[config.mk]
export PLATFORM = sky130hd
export DESIGN_NAME = disk_write_arbiter
export DESIGN_NICKNAME = d
export VERILOG_FILES = /design/src/rtl/disk_write_arbiter_pkg.sv /design/src/rtl/disk_write_arbiter_picker.sv /design/src/rtl/disk_write_arbiter.sv
export SDC_FILE = /design/constraint.sdc
export NUM_CORES = 1
export LEC_CHECK = 0
export ABC_AREA = 0
export CORE_AREA = 2 2 114 116
export DETAILED_ROUTE_END_ITERATION = 12
export DIE_AREA = 0 0 116 118
export PLACE_DENSITY = 0.65
export SLEW_MARGIN = 15
export SYNTH_ARGS = -nofsm -noshare
export SYNTH_HDL_FRONTEND = slang
export SYNTH_SLANG_ARGS = --single-unit
[constraint.sdc]
create_clock -name clk -period 6.6 [get_ports clk]
set_clock_uncertainty 0.1 [all_clocks]
set_input_delay 0.66 -clock clk [delete_from_list [all_inputs] [get_ports clk]]
set_output_delay 0.66 -clock clk [all_outputs]
set_load 0.005 [all_outputs]
[src/rtl/disk_write_arbiter_pkg.sv]
// Shared types and constants for the disk write-port arbiter.
package disk_arb_pkg;

    localparam int NUM_REQ = 3;
    localparam int DATA_W  = 12;
    localparam int ADDR_W  = 8;
    localparam int EN_W    = 3;

    localparam int REQ_NORMAL = 0;
    localparam int REQ_READ   = 1;
    localparam int REQ_RAID   = 2;

    typedef enum logic [1:0] {
        IDLE,
        ISSUE,
        WAIT_ACK,
        DONE
    } arb_state_t;

    function automatic logic [NUM_REQ-1:0] req_onehot(input logic [1:0] idx);
        logic [NUM_REQ-1:0] v;
        v = '0;
        if (idx < 2'(NUM_REQ)) v[idx] = 1'b1;
        return v;
    endfunction

    // Round-robin pointer advance, wrapping modulo NUM_REQ.
    function automatic logic [1:0] next_ptr(input logic [1:0] idx);
        return (idx >= 2'(NUM_REQ - 1)) ? 2'd0 : idx + 2'd1;
    endfunction

endpackage

[src/rtl/disk_write_arbiter_picker.sv]
// Combinational 3-way selector: round-robin from ptr (mode 0) or fixed priority 0 > 1 > 2 (mode 1).
module rr_picker3
    import disk_arb_pkg::*;
(
    input  logic [2:0] req,
    input  logic [1:0] ptr,
    input  logic       mode,
    output logic [2:0] gnt,
    output logic [1:0] gnt_idx
);

    always_comb begin
        logic       found;
        logic [2:0] start;
        logic [2:0] cand;
        gnt     = '0;
        gnt_idx = '0;
        found   = 1'b0;
        start   = mode ? 3'd0 : {1'b0, ptr};
        if (start >= 3'(NUM_REQ)) start = 3'd0;
        for (int k = 0; k < NUM_REQ; k++) begin
            cand = start + 3'(k);
            if (cand >= 3'(NUM_REQ)) cand = cand - 3'(NUM_REQ);
            if (!found && req[cand[1:0]]) begin
                found              = 1'b1;
                gnt[cand[1:0]]     = 1'b1;
                gnt_idx            = cand[1:0];
            end
        end
    end

endmodule

[src/rtl/disk_write_arbiter.sv]
// Arbitrates three requesters onto the single disk write port.
// Optional ack timeout enabled by defining DISK_WR_TIMEOUT_EN.
module disk_write_arbiter
    import disk_arb_pkg::*;
#(
    parameter int PRIO_MODE   = 0,
    parameter int ACK_TIMEOUT = 255
) (
    input  logic                        clk,
    input  logic                        reset,
    input  logic [NUM_REQ-1:0]          req_valid,
    input  logic [NUM_REQ*DATA_W-1:0]   req_wr_disk_0,
    input  logic [NUM_REQ*DATA_W-1:0]   req_wr_disk_1,
    input  logic [NUM_REQ*DATA_W-1:0]   req_wr_disk_2,
    input  logic [NUM_REQ*EN_W-1:0]     req_en_wr_mem,
    input  logic [NUM_REQ*ADDR_W-1:0]   req_address,
    output logic [NUM_REQ-1:0]          req_ready,
    output logic [NUM_REQ-1:0]          req_done,
    output logic [NUM_REQ-1:0]          req_err,
    input  logic                        out_valid_wr,
    output logic [DATA_W-1:0]           wr_disk_0,
    output logic [DATA_W-1:0]           wr_disk_1,
    output logic [DATA_W-1:0]           wr_disk_2,
    output logic [EN_W-1:0]             en_wr_mem,
    output logic [ADDR_W-1:0]           address,
    output logic                        wr_valid,
    output logic                        busy
);

    localparam logic PRIO_FIXED = (PRIO_MODE != 0);

    logic [DATA_W-1:0] d0_arr [NUM_REQ];
    logic [DATA_W-1:0] d1_arr [NUM_REQ];
    logic [DATA_W-1:0] d2_arr [NUM_REQ];
    logic [EN_W-1:0]   en_arr [NUM_REQ];
    logic [ADDR_W-1:0] ad_arr [NUM_REQ];

    for (genvar gi = 0; gi < NUM_REQ; gi++) begin : g_unpack
        assign d0_arr[gi] = req_wr_disk_0[gi*DATA_W +: DATA_W];
        assign d1_arr[gi] = req_wr_disk_1[gi*DATA_W +: DATA_W];
        assign d2_arr[gi] = req_wr_disk_2[gi*DATA_W +: DATA_W];
        assign en_arr[gi] = req_en_wr_mem[gi*EN_W +: EN_W];
        assign ad_arr[gi] = req_address[gi*ADDR_W +: ADDR_W];
    end

    arb_state_t        state_q, state_d;
    logic [1:0]        rr_ptr_q, rr_ptr_d;
    logic [1:0]        owner_q, owner_d;
    logic [DATA_W-1:0] wr_disk_0_q, wr_disk_0_d;
    logic [DATA_W-1:0] wr_disk_1_q, wr_disk_1_d;
    logic [DATA_W-1:0] wr_disk_2_q, wr_disk_2_d;
    logic [EN_W-1:0]   en_wr_mem_q, en_wr_mem_d;
    logic [ADDR_W-1:0] address_q, address_d;
    logic              wr_valid_q, wr_valid_d;
    logic              busy_q, busy_d;
    logic [2:0]        req_ready_q, req_ready_d;
    logic [2:0]        req_done_q, req_done_d;

    logic [2:0] gnt;
    logic [1:0] gnt_idx;

    rr_picker3 u_picker (
        .req     (req_valid),
        .ptr     (rr_ptr_q),
        .mode    (PRIO_FIXED),
        .gnt     (gnt),
        .gnt_idx (gnt_idx)
    );

`ifdef DISK_WR_TIMEOUT_EN
    localparam logic [7:0] ACK_LIMIT = 8'(ACK_TIMEOUT);
    logic [7:0] cnt_q, cnt_d;
    logic       timed_out_q, timed_out_d;
    logic [2:0] req_err_q, req_err_d;
`else
    logic [7:0] unused_timeout;
    assign unused_timeout = 8'(ACK_TIMEOUT);
`endif

    always_comb begin
        state_d     = state_q;
        rr_ptr_d    = rr_ptr_q;
        owner_d     = owner_q;
        wr_disk_0_d = wr_disk_0_q;
        wr_disk_1_d = wr_disk_1_q;
        wr_disk_2_d = wr_disk_2_q;
        en_wr_mem_d = en_wr_mem_q;
        address_d   = address_q;
        wr_valid_d  = wr_valid_q;
        req_ready_d = '0;
        req_done_d  = '0;
`ifdef DISK_WR_TIMEOUT_EN
        cnt_d       = cnt_q;
        timed_out_d = timed_out_q;
        req_err_d   = '0;
`endif
        case (state_q)
            IDLE: begin
                if (|req_valid) begin
                    owner_d     = gnt_idx;
                    wr_disk_0_d = d0_arr[gnt_idx];
                    wr_disk_1_d = d1_arr[gnt_idx];
                    wr_disk_2_d = d2_arr[gnt_idx];
                    en_wr_mem_d = en_arr[gnt_idx];
                    address_d   = ad_arr[gnt_idx];
                    req_ready_d = gnt;
`ifdef DISK_WR_TIMEOUT_EN
                    timed_out_d = 1'b0;
`endif
                    // A write with no lanes enabled never touches memory.
                    state_d = (en_arr[gnt_idx] == '0) ? DONE : ISSUE;
                end
            end
            ISSUE: begin
                wr_valid_d = 1'b1;
                state_d    = WAIT_ACK;
`ifdef DISK_WR_TIMEOUT_EN
                cnt_d      = '0;
`endif
            end
            WAIT_ACK: begin
                if (out_valid_wr) begin
                    wr_valid_d = 1'b0;
                    state_d    = DONE;
                end
`ifdef DISK_WR_TIMEOUT_EN
                else if (cnt_q + 8'd1 == ACK_LIMIT) begin
                    wr_valid_d  = 1'b0;
                    state_d     = DONE;
                    timed_out_d = 1'b1;
                end else begin
                    cnt_d = cnt_q + 8'd1;
                end
`endif
            end
            DONE: begin
                req_done_d  = req_onehot(owner_q);
`ifdef DISK_WR_TIMEOUT_EN
                req_err_d   = timed_out_q ? req_onehot(owner_q) : '0;
`endif
                wr_disk_0_d = '0;
                wr_disk_1_d = '0;
                wr_disk_2_d = '0;
                en_wr_mem_d = '0;
                address_d   = '0;
                rr_ptr_d    = next_ptr(owner_q);
                state_d     = IDLE;
            end
            default: state_d = IDLE;
        endcase
        busy_d = (state_d != IDLE);
    end

    always_ff @(posedge clk) begin
        if (!reset) begin
            state_q     <= IDLE;
            rr_ptr_q    <= '0;
            owner_q     <= '0;
            wr_disk_0_q <= '0;
            wr_disk_1_q <= '0;
            wr_disk_2_q <= '0;
            en_wr_mem_q <= '0;
            address_q   <= '0;
            wr_valid_q  <= 1'b0;
            busy_q      <= 1'b0;
            req_ready_q <= '0;
            req_done_q  <= '0;
`ifdef DISK_WR_TIMEOUT_EN
            cnt_q       <= '0;
            timed_out_q <= 1'b0;
            req_err_q   <= '0;
`endif
        end else begin
            state_q     <= state_d;
            rr_ptr_q    <= rr_ptr_d;
            owner_q     <= owner_d;
            wr_disk_0_q <= wr_disk_0_d;
            wr_disk_1_q <= wr_disk_1_d;
            wr_disk_2_q <= wr_disk_2_d;
            en_wr_mem_q <= en_wr_mem_d;
            address_q   <= address_d;
            wr_valid_q  <= wr_valid_d;
            busy_q      <= busy_d;
            req_ready_q <= req_ready_d;
            req_done_q  <= req_done_d;
`ifdef DISK_WR_TIMEOUT_EN
            cnt_q       <= cnt_d;
            timed_out_q <= timed_out_d;
            req_err_q   <= req_err_d;
`endif
        end
    end

`ifdef DISK_WR_TIMEOUT_EN
    assign req_err = req_err_q;
`else
    assign req_err = '0;
`endif

    assign req_ready = req_ready_q;
    assign req_done  = req_done_q;
    assign wr_disk_0 = wr_disk_0_q;
    assign wr_disk_1 = wr_disk_1_q;
    assign wr_disk_2 = wr_disk_2_q;
    assign en_wr_mem = en_wr_mem_q;
    assign address   = address_q;
    assign wr_valid  = wr_valid_q;
    assign busy      = busy_q;

endmodule

Yosys cells after proc, flatten, opt, wreduce, memory -nomap -nowiden:

Cells that the tools add are included.

* reductions and logical operators: 19
* mux-type cells: 58
* magnitude comparators: 15
* bitwise gates (word level): 3
* add/sub/neg operators: 6
* eq/ne operators: 5

Operator list (count)
* $mux W12: 9
* $bmux W12 S2: 3
* $pmux W12 S2: 3
* $mux W8: 3
* $mux W2: 11
* $mux W3: 6
* $bmux W8 S2: 1
* $pmux W8 S2: 1
* $lt A2 B3 Y1 const B: 4
* $mux W1: 10
* $demux W1 S2: 4
* $ge A2 B1 Y1 const B: 4
* $pmux W2 S4: 1
* $bmux W1 S2: 3
* $bmux W3 S2: 1
* $ge A2 B2 Y1 const B: 3
* $ge A3 B2 Y1 const B: 2
* $logic_and A1 B1 Y1: 6
* $or A3 B3 Y3: 2
* $pmux W3 S2: 1
* $reduce_and A2 Y1: 3
* $reduce_and A3 Y1: 2
* $reduce_bool A2 Y1: 3
* $sub A2 B2 Y2 const B: 3
* 14 further kinds: 17

* logic and storage cells: 118
* bits in registers: 61
* output and inout port bits: 58

Longest topological paths before layout:

Gate-level depths: netlist of run 1.

* word-level depth: 22
* gate-level depth with buffers: 10
* gate-level depth less buffers: 8

By module:

Synthesis of run 1 repeated with hierarchy kept, for this count alone.

* cells, all modules: 448
* area, all modules: 3649.8 sq um

By module, submodules not included
* disk_write_arbiter: times used 1, seq. area each 1221.2 sq um, area an instance 3363.2 sq um, cells an instance 410
* rr_picker3: times used 1, seq. area each 0.0 sq um, area an instance 286.5 sq um, cells an instance 38

Worst setup path before layout of run 1:

OpenSTA, ideal clock, no wires.

* path type: register to register
* start: register rr_ptr_q[0]
* end: register address_q[0] (netlist: address[0])
* cell stages (with the launch flop): 10
* arrival time: 2214 ps
* setup slack: 4158 ps
* path buffers: 1
* setup time: 129 ps
* cells stage by stage: dfxtp_1 inv_1 ha_1 and3b_1 o21bai_4 o221a_4 nor2_8 buf_4 mux2i_1 o221ai_2

* word-level cells in the longest chain between the ends: 19
* elaborated cells between the ends (all ways): 34

Ends and longest elaborated chain
* start: declaration: RTL line disk_write_arbiter.sv:47 `logic [1:0] rr_ptr_q, rr_ptr_d;`
* start signal: assignment: RTL line disk_write_arbiter.sv:175 `rr_ptr_q <= rr_ptr_d;`
* $ge A2 B2 Y1: RTL line disk_write_arbiter_picker.sv:20 `if (start >= 3'(NUM_REQ)) start = 3'd0;`
* $mux W2 (*): RTL line disk_write_arbiter_picker.sv:20
* parallel branches: the longest is 10 deep, another holds $add A2 B1 Y3
* $mux W2 (*): RTL line disk_write_arbiter_picker.sv:24 `if (!found && req[cand[1:0]]) begin`
* $not A2 Y3 (not written as such) (*): RTL line disk_write_arbiter.sv:105 `address_d = ad_arr[gnt_idx];`
* $bmux W8 S2 (*): RTL line disk_write_arbiter.sv:105
* $mux W8 (not written as such) (*) (2 in a row): RTL line disk_write_arbiter.sv:105
* $mux W8 (*): RTL line disk_write_arbiter.sv:99 `if (|req_valid) begin`
* $pmux W8 S2 (*): RTL line disk_write_arbiter.sv:97 `case (state_q)`
* end signal: assignment: RTL line disk_write_arbiter.sv:181 `address_q <= address_d;`
* end: declaration: RTL line disk_write_arbiter.sv:53 `logic [ADDR_W-1:0] address_q, address_d;`

Mark *: on every way between the ends. The select of a mux whose other input is x is not followed.
A chain may end at the register's enable or synchronous reset.

Worst setup path after layout of run 1:

* start: register rr_ptr_q[0]
* end: register wr_disk_0_q[11] (netlist: wr_disk_0[11])

* word-level cells in the longest chain between the ends: 19
* elaborated cells between the ends (all ways): 34

Ends and longest elaborated chain
* $ge A2 B2 Y1: RTL line disk_write_arbiter_picker.sv:20
* $mux W2 (*): RTL line disk_write_arbiter_picker.sv:20
* parallel branches: the longest is 10 deep, another holds $add A2 B1 Y3
* $mux W2 (*): RTL line disk_write_arbiter_picker.sv:24
* $not A2 Y3 (not written as such) (*): RTL line disk_write_arbiter.sv:101 `wr_disk_0_d = d0_arr[gnt_idx];`
* $bmux W12 S2 (*): RTL line disk_write_arbiter.sv:101
* $mux W12 (not written as such) (*) (2 in a row): RTL line disk_write_arbiter.sv:101
* $mux W12 (*): RTL line disk_write_arbiter.sv:99
* $pmux W12 S2 (*): RTL line disk_write_arbiter.sv:97
* end signal: assignment: RTL line disk_write_arbiter.sv:177 `wr_disk_0_q <= wr_disk_0_d;`
* end: declaration: RTL line disk_write_arbiter.sv:49 `logic [DATA_W-1:0] wr_disk_0_q, wr_disk_0_d;`

Marks and branches as above.

==> results by stage, run 1 <==
Detailed routing:
- In the routed layout, each cell is associated on average with a via count of 4.64.
- After detailed routing, the number of remaining DRC violations is 0.
- The count of nets left with antenna violations once routing finished came out at 0.
- The routed via count is 3431.
- The initial detailed-routing violation count is 106.
- The wire length after detailed routing is 10.8 mm.
- The routed length per instance is 14.6 um.
- The first TritonRoute pass finished after 4 iterations.

STA:
- Setup repair after global routing left no endpoint under its margin.
- The minimum clock period after layout is 4.22 ns.
- The top achievable clock speed is 237 MHz.
- At the pin with the least slew margin, the transition time is 1.12 ns.
- The total of endpoints with negative setup slack in the final report is 0.
- The number of pins exceeding their max-slew limit in the final report came to 0.
- In the final timing run, aggregate negative setup slack is 0 ns.
- The tightest hold margin is 0.361 ns.
- The final hold violation count is 0.
- The final worst setup slack is 2.38 ns.
- In this run the tightest slew margin relative to its limit is 0.252.
- The portion of the clock cycle consumed by the worst path in the final layout is 0.639.

Worst setup path:
- The source of the critical timing path is rr_ptr_q[0]$_SDFFE_PN0P_.
- The worst setup path is launched from a register.
- Following the worst setup path forward leads to its endpoint at wr_disk_0[11]$_SDFFE_PN0P_.
- The setup check on the worst reg-to-reg path leaves a slack of 2.38 ns.
- The worst setup path is of the reg2reg kind.
- The arrival time reported for the critical path endpoint is 4.32 ns.
- The worst reg2reg path endpoint is wr_disk_0[11]$_SDFFE_PN0P_.
- The worst register-to-register path has a depth of 8.
- In this run the critical register-to-register path is launched from rr_ptr_q[0]$_SDFFE_PN0P_.
- Of all nets on the critical path, the largest fanout is 51.
- The type of destination of the critical path is a register.
- Data on the critical path is required at its endpoint by 6.71 ns.

Logic synthesis:
- In this run the mean area of a mapped cell was 9.65 um^2.
- The Yosys step of the flow raised 0 warnings.
- The cell count after synthesis is 370.
- The synthesized design contains 0 enable-type register cells.
- The portion of synthesized cell area occupied by the leading cell type is 0.342.
- The share of the Yosys chip area taken by registers is 0.342.
- By count the netlist is led by dfxtp_1 (61), inv_1 (55), nand2_1 (51), mux2i_1 (47), o221ai_2 (41).
- For this run, the leading register cell type out of synthesis is dfxtp_1.
- The proportion of synthesized flip-flops having asynchronous set or reset is 0.
- The top cell type by total area after synthesis is dfxtp_1.
- The most instantiated library cell after synthesis is dfxtp_1.
- Yosys attributes the largest share of cell area to dfxtp_1 (34%), o221ai_2 (17%), mux2i_1 (13%), inv_1 (5.8%), nand2_1 (5.4%).
- Synthesis inferred 61 register bits.
- The number of unique standard cell types used by synthesis is 43.
- The synthesized netlist occupies a cell area of 3570 um^2.

Clocking:
- The cell sitting at the root of the clock tree is a clkbuf_16.
- Post-CTS timing repair inserted 0 buffers for setup.
- The H-tree was split into 3 levels.
- The number of hold-repair buffers added at the cts stage is 0.
- TritonCTS created 9 clock buffers.
- The TritonCTS clock tree is built.
- The quantity of gates resized following cts is 0.
- The post-CTS clock slew at the launch and capture registers of the worst setup and hold paths is 0.06 ns.
- The later pin in the worst-skew pair is clocked with a latency of 0.32 ns.
- Counting every sink on the clock net gives 61.
- The largest buffer count on any clock path is 2.

Place:
- The number of buffers inserted by port buffering is 201.
- The worst slack at placement is 2.01 ns.
- Counting tap cells, the placed design contains a total of 724 instances.
- The placement-stage cell area is 5660 um^2.
- The final estimated routing congestion in global placement is 0.843.
- The placed wire-length estimate after detailed placement is 8.24 mm.

Layout:
- Compared with the post-synthesis result, the final layout area differs by 67.7%.
- The ratio of cells with drive above 1 in the final layout is 0.116.
- The filler cells instantiated in the layout total 1188.
- In the final layout, flip-flops and latches occupy 1220 um^2.
- The multi-input combinational cells in the finished layout cover a total of 2000 um^2.
- The final design instance area without fill is 5990 um^2.
- The non-filler instance count after layout is 740.
- The final cell utilization of the core is 0.482.
- For this run, the post-layout net count is 718.
- 0 antenna diodes ended up in the layout.

Floorplanning:
- In this run the horizontal extent of the chip is 116 um.
- The initial utilization of the core area, before any placement, comes to 0.288.
- The die is 118 um tall.
- The count of pins on the block boundary is 205.
- The total core area is 12400 um^2.
- The initialized floorplan defines 41 standard-cell rows.
- The die covers 13700 um^2.

Global routing:
- The global-route wire length before repair is 17.1 mm.
- The initial antenna violation count was 0.
- The global-route congestion overflow total is 0.
- For this run, the total global-route usage over all layers was measured as 0.156.
- The pin count of the biggest net entering global routing is 52.
- The number of global-route vias before repair was 3431.

Power and ir drop:
- The largest vdd supply drop is 123 uV.
- The leakage dissipation is 2.52 nW.
- The design internal power is 1.30 mW.
- The total power is 1.91 mW.
- The share of total power consumed by net switching is 0.320.
- Of the total power, registers draw 0.295.
- The net switching power is 0.611 mW.
- The share of total power dissipated in the clock network is 0.268.
- The share of total power dissipated in combinational logic is 0.438.
- The power per standard cell area is 319 nW/um^2.

Run status:
- The flow ran to the end, and the final reports show no timing, DRC or antenna violations.

Worst hold path:
- The class of the tightest hold or removal check is reg2reg.

Job:
- The tool flagged a number of max-cap violations equal to 0.
==> critical path, cell delays in order (launching register included) <==
cell      delay [ns]
dfxtp_1         0.38
inv_1           0.08
ha_1            0.43
and3b_1         0.30
o21bai_4        0.22
o221a_4         0.29
nor2_8          0.82
nand4_4         0.89
o221ai_1        0.53
==> sequential cells by signal, indices dropped and copies added (netlist names) <==
signal     cells
req_ready      3
wr_disk_2     12
address        8
en_wr_mem      3
state_q        2
busy           1
wr_valid       1
rr_ptr_q       2
wr_disk_1     12
wr_disk_0     12
req_done       3
owner_q        2
==> worst min-delay path by stage <==
stage | from | to | cells past startpoint
after floorplan | owner_q[0]$_SDFFE_PN0P_ | req_done[2]$_SDFF_PN0_ | 1
after global placement | wr_disk_0[11]$_SDFFE_PN0P_ | wr_disk_0[11]$_SDFFE_PN0P_ | 2
after detailed placement | wr_disk_0[2]$_SDFFE_PN0P_ | wr_disk_0[2]$_SDFFE_PN0P_ | 2
after CTS | wr_disk_0[2]$_SDFFE_PN0P_ | wr_disk_0[2]$_SDFFE_PN0P_ | 2
after global routing | wr_disk_2[8]$_SDFFE_PN0P_ | wr_disk_2[8]$_SDFFE_PN0P_ | 2
final | wr_disk_0[2]$_SDFFE_PN0P_ | wr_disk_0[2]$_SDFFE_PN0P_ | 2
==> cell usage in the layout (no fill, tap or decap), types with 4 or more instances in the layout <==
cell type	count
nand2_1	51
inv_1	55
a21oi_1	6
o221ai_1	6
clkdlybuf4s50_1	201
o221ai_2	41
clkbuf_16	9
o21ai_0	7
nor2_1	9
a211oi_1	5
dfxtp_1	61
nand2b_1	4
nand3_1	5
mux2i_1	47
ha_1	8
a21o_1	5
==> power by group through the flow <==
stage                     Clock [mW]  Combinational, mW  Sequential [mW]
after floorplan                    0              0.449            0.568
after global placement             0              0.829            0.566
after detailed placement           0              0.846            0.568
after CTS                      0.524              0.849            0.564
after global routing           0.542              0.909            0.579
final                          0.511              0.836            0.563
==> cells by family (layout without fill, tap and decap cells) <==
family,count (synthesis),after routing,share of synthesized area
AO/OA/AOI/OAI,88,88,0.275
buffers and inverters,77,273,0.102
multiplexers,47,47,0.132
AND/OR/NAND/NOR,88,88,0.120
other,1,3,0.00105
flip-flops,61,61,0.342
adder cells (fa/ha/maj),8,8,0.0280
==> layer usage <==
layer  up-vias  part of all wire  global-route usage
met5         -                 0                   0
li1       1703                 -                   -
met3        14             0.094              0.0427
met4         0             0.017              0.0573
met2       149              0.47               0.260
met1      1565              0.42               0.191
==> final cells by class <==
class | instances | area share
Inverter | 55 | 0.0345
Multi-Input combinational cell | 234 | 0.334
Tap cell | 172 | 0.0359
Sequential cell | 61 | 0.204
Clock buffer | 12 | 0.0428
Clock inverter | 4 | 0.0117
Timing Repair Buffer | 202 | 0.337
Note: power is estimated with default switching activity, not from simulation.
==> run 2, diff against run 1 <==
--- a/config.mk
+++ b/config.mk
@@ -9,7 +9,7 @@
 export CORE_AREA = 2 2 114 116
 export DETAILED_ROUTE_END_ITERATION = 12
 export DIE_AREA = 0 0 116 118
-export PLACE_DENSITY = 0.65
+export PLACE_DENSITY = 0.68
 export SLEW_MARGIN = 15
 export SYNTH_ARGS = -nofsm -noshare
 export SYNTH_HDL_FRONTEND = slang
==> constraint.sdc (replaced) <==
create_clock -name clk -period 3.4 [get_ports clk]
set_clock_uncertainty 0.1 [all_clocks]
set_input_delay 0.34 -clock clk [delete_from_list [all_inputs] [get_ports clk]]
set_output_delay 0.34 -clock clk [all_outputs]
set_load 0.005 [all_outputs]
==> results by stage, run 2 (synthesized netlist as in run 1, its figures left out) <==
STA:
- The number of pins exceeding their max-slew limit in the final report was 0 (unchanged).
- The final hold violation count is 0 (unchanged).
- The final worst setup slack is 0.559 ns (-1.82 ns).
- The minimum clock period after layout came to 2.84 ns (-1.38 ns).
- The total of endpoints with negative setup slack in the final report is 0 (unchanged).
- The pin slew with the least headroom to its limit is 0.633 ns (-0.489 ns).
- The portion of the clock cycle consumed by the worst path in the final layout is 0.836 (+0.197).
- The worst relative slew slack is 0.575 (+0.323).
- The top achievable clock speed is 352 MHz (+48%).
- Setup repair after global routing left no endpoint under its margin.
- The aggregate negative setup slack was 0 ns (unchanged).

Run status:
- The run finished with clean final reports.

Worst hold path:
- The startpoint identified for the worst hold timing path is wr_disk_1[6]$_SDFFE_PN0P_.
- The class of the tightest hold or removal check is reg2reg.

Worst setup path:
- The worst setup path is launched from a register.
- The source of the critical timing path is rr_ptr_q[0]$_SDFFE_PN0P_.
- The maximum fanout encountered on the critical timing path is 22 (-57%).
- The arrival time reported for the critical path endpoint is 2.94 ns (-1.38 ns).
- The required time reported for the critical path endpoint is 3.50 ns (-3.21 ns).
- The type of the worst setup path is reg2reg.
- The startpoint of the lowest-slack register-to-register path is rr_ptr_q[0]$_SDFFE_PN0P_.
- The register-to-register setup slack is 0.56 ns (-1.82 ns).
- STA classifies the critical path endpoint as a register.

Global routing:
- The global-route wire length before repair is 17.3 mm (+1.5%).
- The initial antenna violation count came to 0 (unchanged).
- The global-route congestion overflow total is 0 (unchanged).
- The global-route total usage across every layer is 0.163 (+0.00661).
- The pin count of the biggest net entering global routing was 30 (-42%).
- The number of global-route vias before repair was 3600 (+4.9%).

Floorplanning:
- The overall die area is 13700 um^2 (unchanged).
- The placement row count is 41 (unchanged).
- The total core area is 12400 um^2 (unchanged).
- The width of the chip is 116 um (unchanged).
- The starting utilization of the core area is 0.288 (unchanged).
- The count of pins on the block boundary is 205 (unchanged).
- The die outline height was 118 um (unchanged).

Layout:
- The library cells used most frequently in the layout, excluding fill and tap cells, are clkdlybuf4s50_1 (201), dfxtp_1 (61), inv_1 (55), nand2_1 (51), mux2i_1 (47).
- The number of nets in the layout is 726 (+1.1%).
- The number of filler instances in the final layout is 1195 (+0.59%).
- Leaving out fill and tap cells, the most frequent cell in the layout is clkdlybuf4s50_1.
- The ratio of cells with drive above 1 in the final layout is 0.128 (+0.0123).
- The diode insertion count for antenna repair was 0 (unchanged).
- The area growth from synthesis to layout is 69.7%.

Clocking:
- The number of sinks driven by the clock tree came to 61 (unchanged).
- The largest buffer count on any clock path is 2 (unchanged).
- The maximum level of the CTS H-tree is 3 (unchanged).
- The TritonCTS clock tree is built.
- The buffers inserted during post-CTS setup optimization came to 0 (unchanged).
- The CTS root buffer is clkbuf_16.
- The insertion delay of the later-clocked pin in the worst-skew pair was 0.33 ns (about the same).
- The quantity of gates resized following cts is 0 (unchanged).
- The number of hold-repair buffers added at the cts stage came to 0 (unchanged).
- The post-CTS clock slew at the launch and capture registers of the worst setup and hold paths came to 0.05 ns (about the same).
- The total clock buffers created by CTS came to 9 (unchanged).

Detailed routing:
- The routed length per instance is 15.1 um (+3.4%).
- The vias per cell came to 4.69 (+1.2%).
- The number of design rule violations left after detail routing was 0 (unchanged).
- The wire length after detailed routing is 11.3 mm (+4.5%).
- The number of antenna-violating nets in the routed design is 0 (unchanged).
- The number of search-and-repair iterations in the first detailed-routing pass is 6 (+2).
- The initial detailed-routing violation count is 103 (-2.8%).
- The routed via count was 3508 (+2.2%).

Place:
- The worst slack at placement is 0.501 ns (-1.51 ns).
- The number of buffers inserted by port buffering is 201 (unchanged).
- The placed wire-length estimate after detailed placement is 8.75 mm (+6.2%).
- The final estimated routing congestion in global placement came to 0.862 (+2.4%).

Power and ir drop:
- The largest vdd supply drop is 290 uV (+140%).
- The total power was 3.77 mW (+97%).
- The power per standard cell area is 622 nW/um^2 (+95%).
- The leakage dissipation came to 2.56 nW (+1.7%).

Job:
- The max-cap check violation count is 0 (unchanged).
## run 2: cell count changes in the layout (fill, tap and decap cells not counted), sizes merged
cell	before	now
buf	1	9
## run 2: cell type report
cell class / count / area, um^2 / share of cell area
repair buffers: 210 / 2090 / 0.345
multi-input cells: 234 / 2000 / 0.330
flip-flops and latches: 61 / 1220 / 0.201
clock buffers: 12 / 256 / 0.0423
well taps: 172 / 215 / 0.0355
inverters: 55 / 206 / 0.0341
clock inverters: 4 / 70.1 / 0.0116
## run 2: where the power goes
part / switching (mW) / internal (mW)
Combinational: 0.743 / 0.924
Clock: 0.327 / 0.679
Sequential: 0.141 / 0.955
## run 2: path summary, 6_finish.rpt
path         cells after the start                         to
max reg2reg                      9  wr_disk_2[7]$_SDFFE_PN0P_
min                              2  wr_disk_1[6]$_SDFFE_PN0P_
min reg2reg                      2  wr_disk_1[6]$_SDFFE_PN0P_
max                              9  wr_disk_2[7]$_SDFFE_PN0P_
## run 2: through the flow
step | instance area [um^2] | util | hold slack (ns) | std cells
after CTS | 6060 | 0.488 | 0.370 | 748
after global placement | 5740 | 0.462 | 0.346 | 732
final | 6060 | 0.488 | 0.363 | 748
after detailed placement | 5740 | 0.462 | 0.351 | 732
after global routing | 6060 | 0.488 | 0.388 | 748
after floorplan | 3580 | - | 0.335 | 372
## run 2: worst max-delay path, cell delays in order (launching register included)
cell      delay [ns]
dfxtp_1         0.38
inv_1           0.08
ha_1            0.41
and3b_1         0.28
o21bai_4        0.21
o221a_4         0.29
nor2_8          0.12
buf_4           0.36
mux2i_1         0.33
o221ai_2        0.13
## run 2: layer usage
layer / routed length [um] / share of wire / GRT usage / up-vias
met5: 0 / 0 / 0 / -
met4: 284 / 0.025 / 0.0751 / 0
met3: 951 / 0.084 / 0.0489 / 21
met2: 5630 / 0.50 / 0.286 / 163
met1: 4410 / 0.39 / 0.176 / 1598
li1: - / - / - / 1726
==> run 3, diff against run 2 <==
==> constraint.sdc (replaced) <==
create_clock -name clk -period 2.38 [get_ports clk]
set_clock_uncertainty 0.1 [all_clocks]
set_input_delay 0.238 -clock clk [delete_from_list [all_inputs] [get_ports clk]]
set_output_delay 0.238 -clock clk [all_outputs]
set_load 0.005 [all_outputs]
==> results by stage, run 3 (synthesized netlist as in run 1, its figures left out) <==
Power and ir drop:
- The leakage dissipation is 2.81 nW (+9.5%).
- The total power is 5.78 mW (+53%).
- The power per standard cell area is 837 nW/um^2 (+35%).
- The largest vdd supply drop is 435 uV (+50%).

Worst setup path:
- The maximum fanout encountered on the critical timing path was 6 (-73%).
- The startpoint of the lowest-slack register-to-register path is rr_ptr_q[0]$_SDFFE_PN0P_.
- The startpoint kind of the worst setup timing path is a register.
- The worst setup path is of the reg2reg kind.
- STA classifies the critical path endpoint as a register.
- The number of cells on the worst reg-to-reg path came to 11 (+2).
- The source of the critical timing path is rr_ptr_q[0]$_SDFFE_PN0P_.
- The arrival time reported for the critical path endpoint is 2.52 ns (-0.42 ns).
- The required time reported for the critical path endpoint is 2.48 ns (-1.02 ns).

Run status:
- The flow ran to the end, but the final reports show violations.
- The checks that failed: setup timing.

STA:
- The final worst setup slack is -0.0358 ns (-0.595 ns).
- Setup repair after global routing could not meet its margin everywhere.
- The portion of the clock cycle consumed by the worst path in the final layout is 1.02 (+0.179).
- The total of endpoints with negative setup slack in the final report is 39 (+39).
- The aggregate negative setup slack is -0.569 ns (-0.569 ns).
- The top achievable clock speed is 414 MHz (+18%).
- The pin slew with the least headroom to its limit is 0.513 ns (-0.121 ns).
- The worst relative slew slack is 0.657 (+0.0819).
- The minimum clock period after layout is 2.42 ns (-0.425 ns).
- The number of pins exceeding their max-slew limit in the final report is 0 (unchanged).
- The tightest hold margin came to 0.360 ns (-0.00256 ns).
- The final hold violation count is 0 (unchanged).

Floorplanning:
- The count of pins on the block boundary is 205 (unchanged).
- The total core area is 12400 um^2 (unchanged).
- The starting utilization of the core area is 0.288 (unchanged).
- The die outline height came to 118 um (unchanged).
- The placement row count came to 41 (unchanged).
- The overall die area is 13700 um^2 (unchanged).
- The width of the chip is 116 um (unchanged).

Global routing:
- The global-route wire length before repair is 18.9 mm (+8.9%).
- The number of global-route vias before repair is 3850 (+6.9%).
- The initial antenna violation count is 1 (+1).
- The pin count of the biggest net entering global routing is 28 (-6.7%).
- The global-route congestion overflow total came to 0 (unchanged).
- The global-route total usage across every layer is 0.176 (+0.0133).

Detailed routing:
- The routed via count is 3693 (+5.3%).
- The number of antenna-violating nets in the routed design is 0 (unchanged).
- The number of design rule violations left after detail routing is 0 (unchanged).
- The vias per cell is 4.70 (+0.18%).
- The initial detailed-routing violation count is 94 (-8.7%).
- The wire length after detailed routing was 12.9 mm (+15%).
- The number of search-and-repair iterations in the first detailed-routing pass is 4 (-2).
- The routed length per instance came to 16.5 um (+9.2%).

Clocking:
- The post-CTS clock slew at the launch and capture registers of the worst setup and hold paths is 0.05 ns (about the same).
- The number of sinks driven by the clock tree was 61 (unchanged).
- TritonCTS built the clock tree.
- The number of hold-repair buffers added at the cts stage is 0 (unchanged).
- In this run the clock root is driven by a clkbuf_16.
- The largest buffer count on any clock path is 2 (unchanged).
- The total clock buffers created by CTS is 9 (unchanged).
- The insertion delay of the later-clocked pin in the worst-skew pair came to 0.33 ns (about the same).
- The maximum level of the CTS H-tree came to 3 (unchanged).

Layout:
- The area growth from synthesis to layout is 93.4%.
- The number of nets in the layout is 767 (+5.6%).
- The final design instance area without fill was 6910 um^2 (+14%).
- The ratio of cells with drive above 1 in the final layout is 0.254 (+0.126).
- In the layout the commonest cells are clkdlybuf4s50_1 (201), dfxtp_1 (59), inv_1 (53), nand2_1 (51), o221ai_2 (43).
- The diode insertion count for antenna repair was 0 (unchanged).
- The final cell utilization of the core came to 0.557 (+0.0682).
- Leaving out fill and tap cells, the most frequent cell in the layout is clkdlybuf4s50_1.

Worst hold path:
- The worst hold path begins at wr_disk_0[4]$_SDFFE_PN0P_.
- The hold-critical path depth is 2 (unchanged).
- The class of the tightest hold or removal check is reg2reg.

Place:
- The final estimated routing congestion in global placement came to 0.911 (+5.6%).
- The placement-stage cell area is 5980 um^2 (+4.3%).
- The number of buffers inserted by port buffering is 201 (unchanged).
- The placed wire-length estimate after detailed placement is 9.02 mm (+3.1%).

Job:
- The max-cap check violation count is 0 (unchanged).
run 3: through the flow:
stage / setup slack (ns) / instances
final: -0.0358 / 786
after global routing: -0.110 / 786
after CTS: -0.0237 / 778
after detailed placement: -0.156 / 753
after global placement: -0.0554 / 753
after floorplan: 0.0281 / 372
run 3: worst max-delay path: stages (launching register included):
cell,delay [ns]
dfxtp_4,0.38
inv_4,0.05
buf_6,0.11
ha_4,0.15
nand3b_1,0.20
o21a_1,0.18
o221a_4,0.28
nor2_8,0.15
buf_4,0.16
buf_12,0.14
mux2i_4,0.25
o221ai_4,0.12
run 3: final timing paths:
path,endpoint,slack (ns)
worst min-delay path,wr_disk_0[4]$_SDFFE_PN0P_,0.36
worst min register to register,wr_disk_0[4]$_SDFFE_PN0P_,0.36
worst max register to register,wr_disk_2[7]$_SDFFE_PN0P_,-0.04
worst max-delay path,wr_disk_2[7]$_SDFFE_PN0P_,-0.04
run 3: cell type report:
| class | instances | area [um^2] |
|---|---|---|
| fillers | 1091 | 5510 |
| repair buffers | 251 | 2660 |
| multi-input cells | 234 | 2340 |
| flip-flops and latches | 61 | 1230 |
| clock buffers | 10 | 239 |
| well taps | 172 | 215 |
| inverters | 55 | 209 |
| clock inverters | 3 | 15.0 |
run 3: power by group:
part,internal (mW),switching (mW)
clock network,0.708,0.439
logic,1.80,1.29
registers,1.37,0.187
run 3: timing repair:
item / 4_1_cts / 5_1_grt
buffers inserted: 10 / 4
setup endpoints to repair: 48 / 48
cloned: 3 / 6
resized for setup: 28 / 53
pin swaps: 5 / 10
run 3: routing by layer:
layer  global-route usage  vias to the layer above  share of wire
met5                    0                        -              0
met4               0.0573                        0          0.016
met3               0.0587                       18          0.077
met2                0.317                      154           0.50
met1                0.191                     1715           0.40
li1                     -                     1806              -
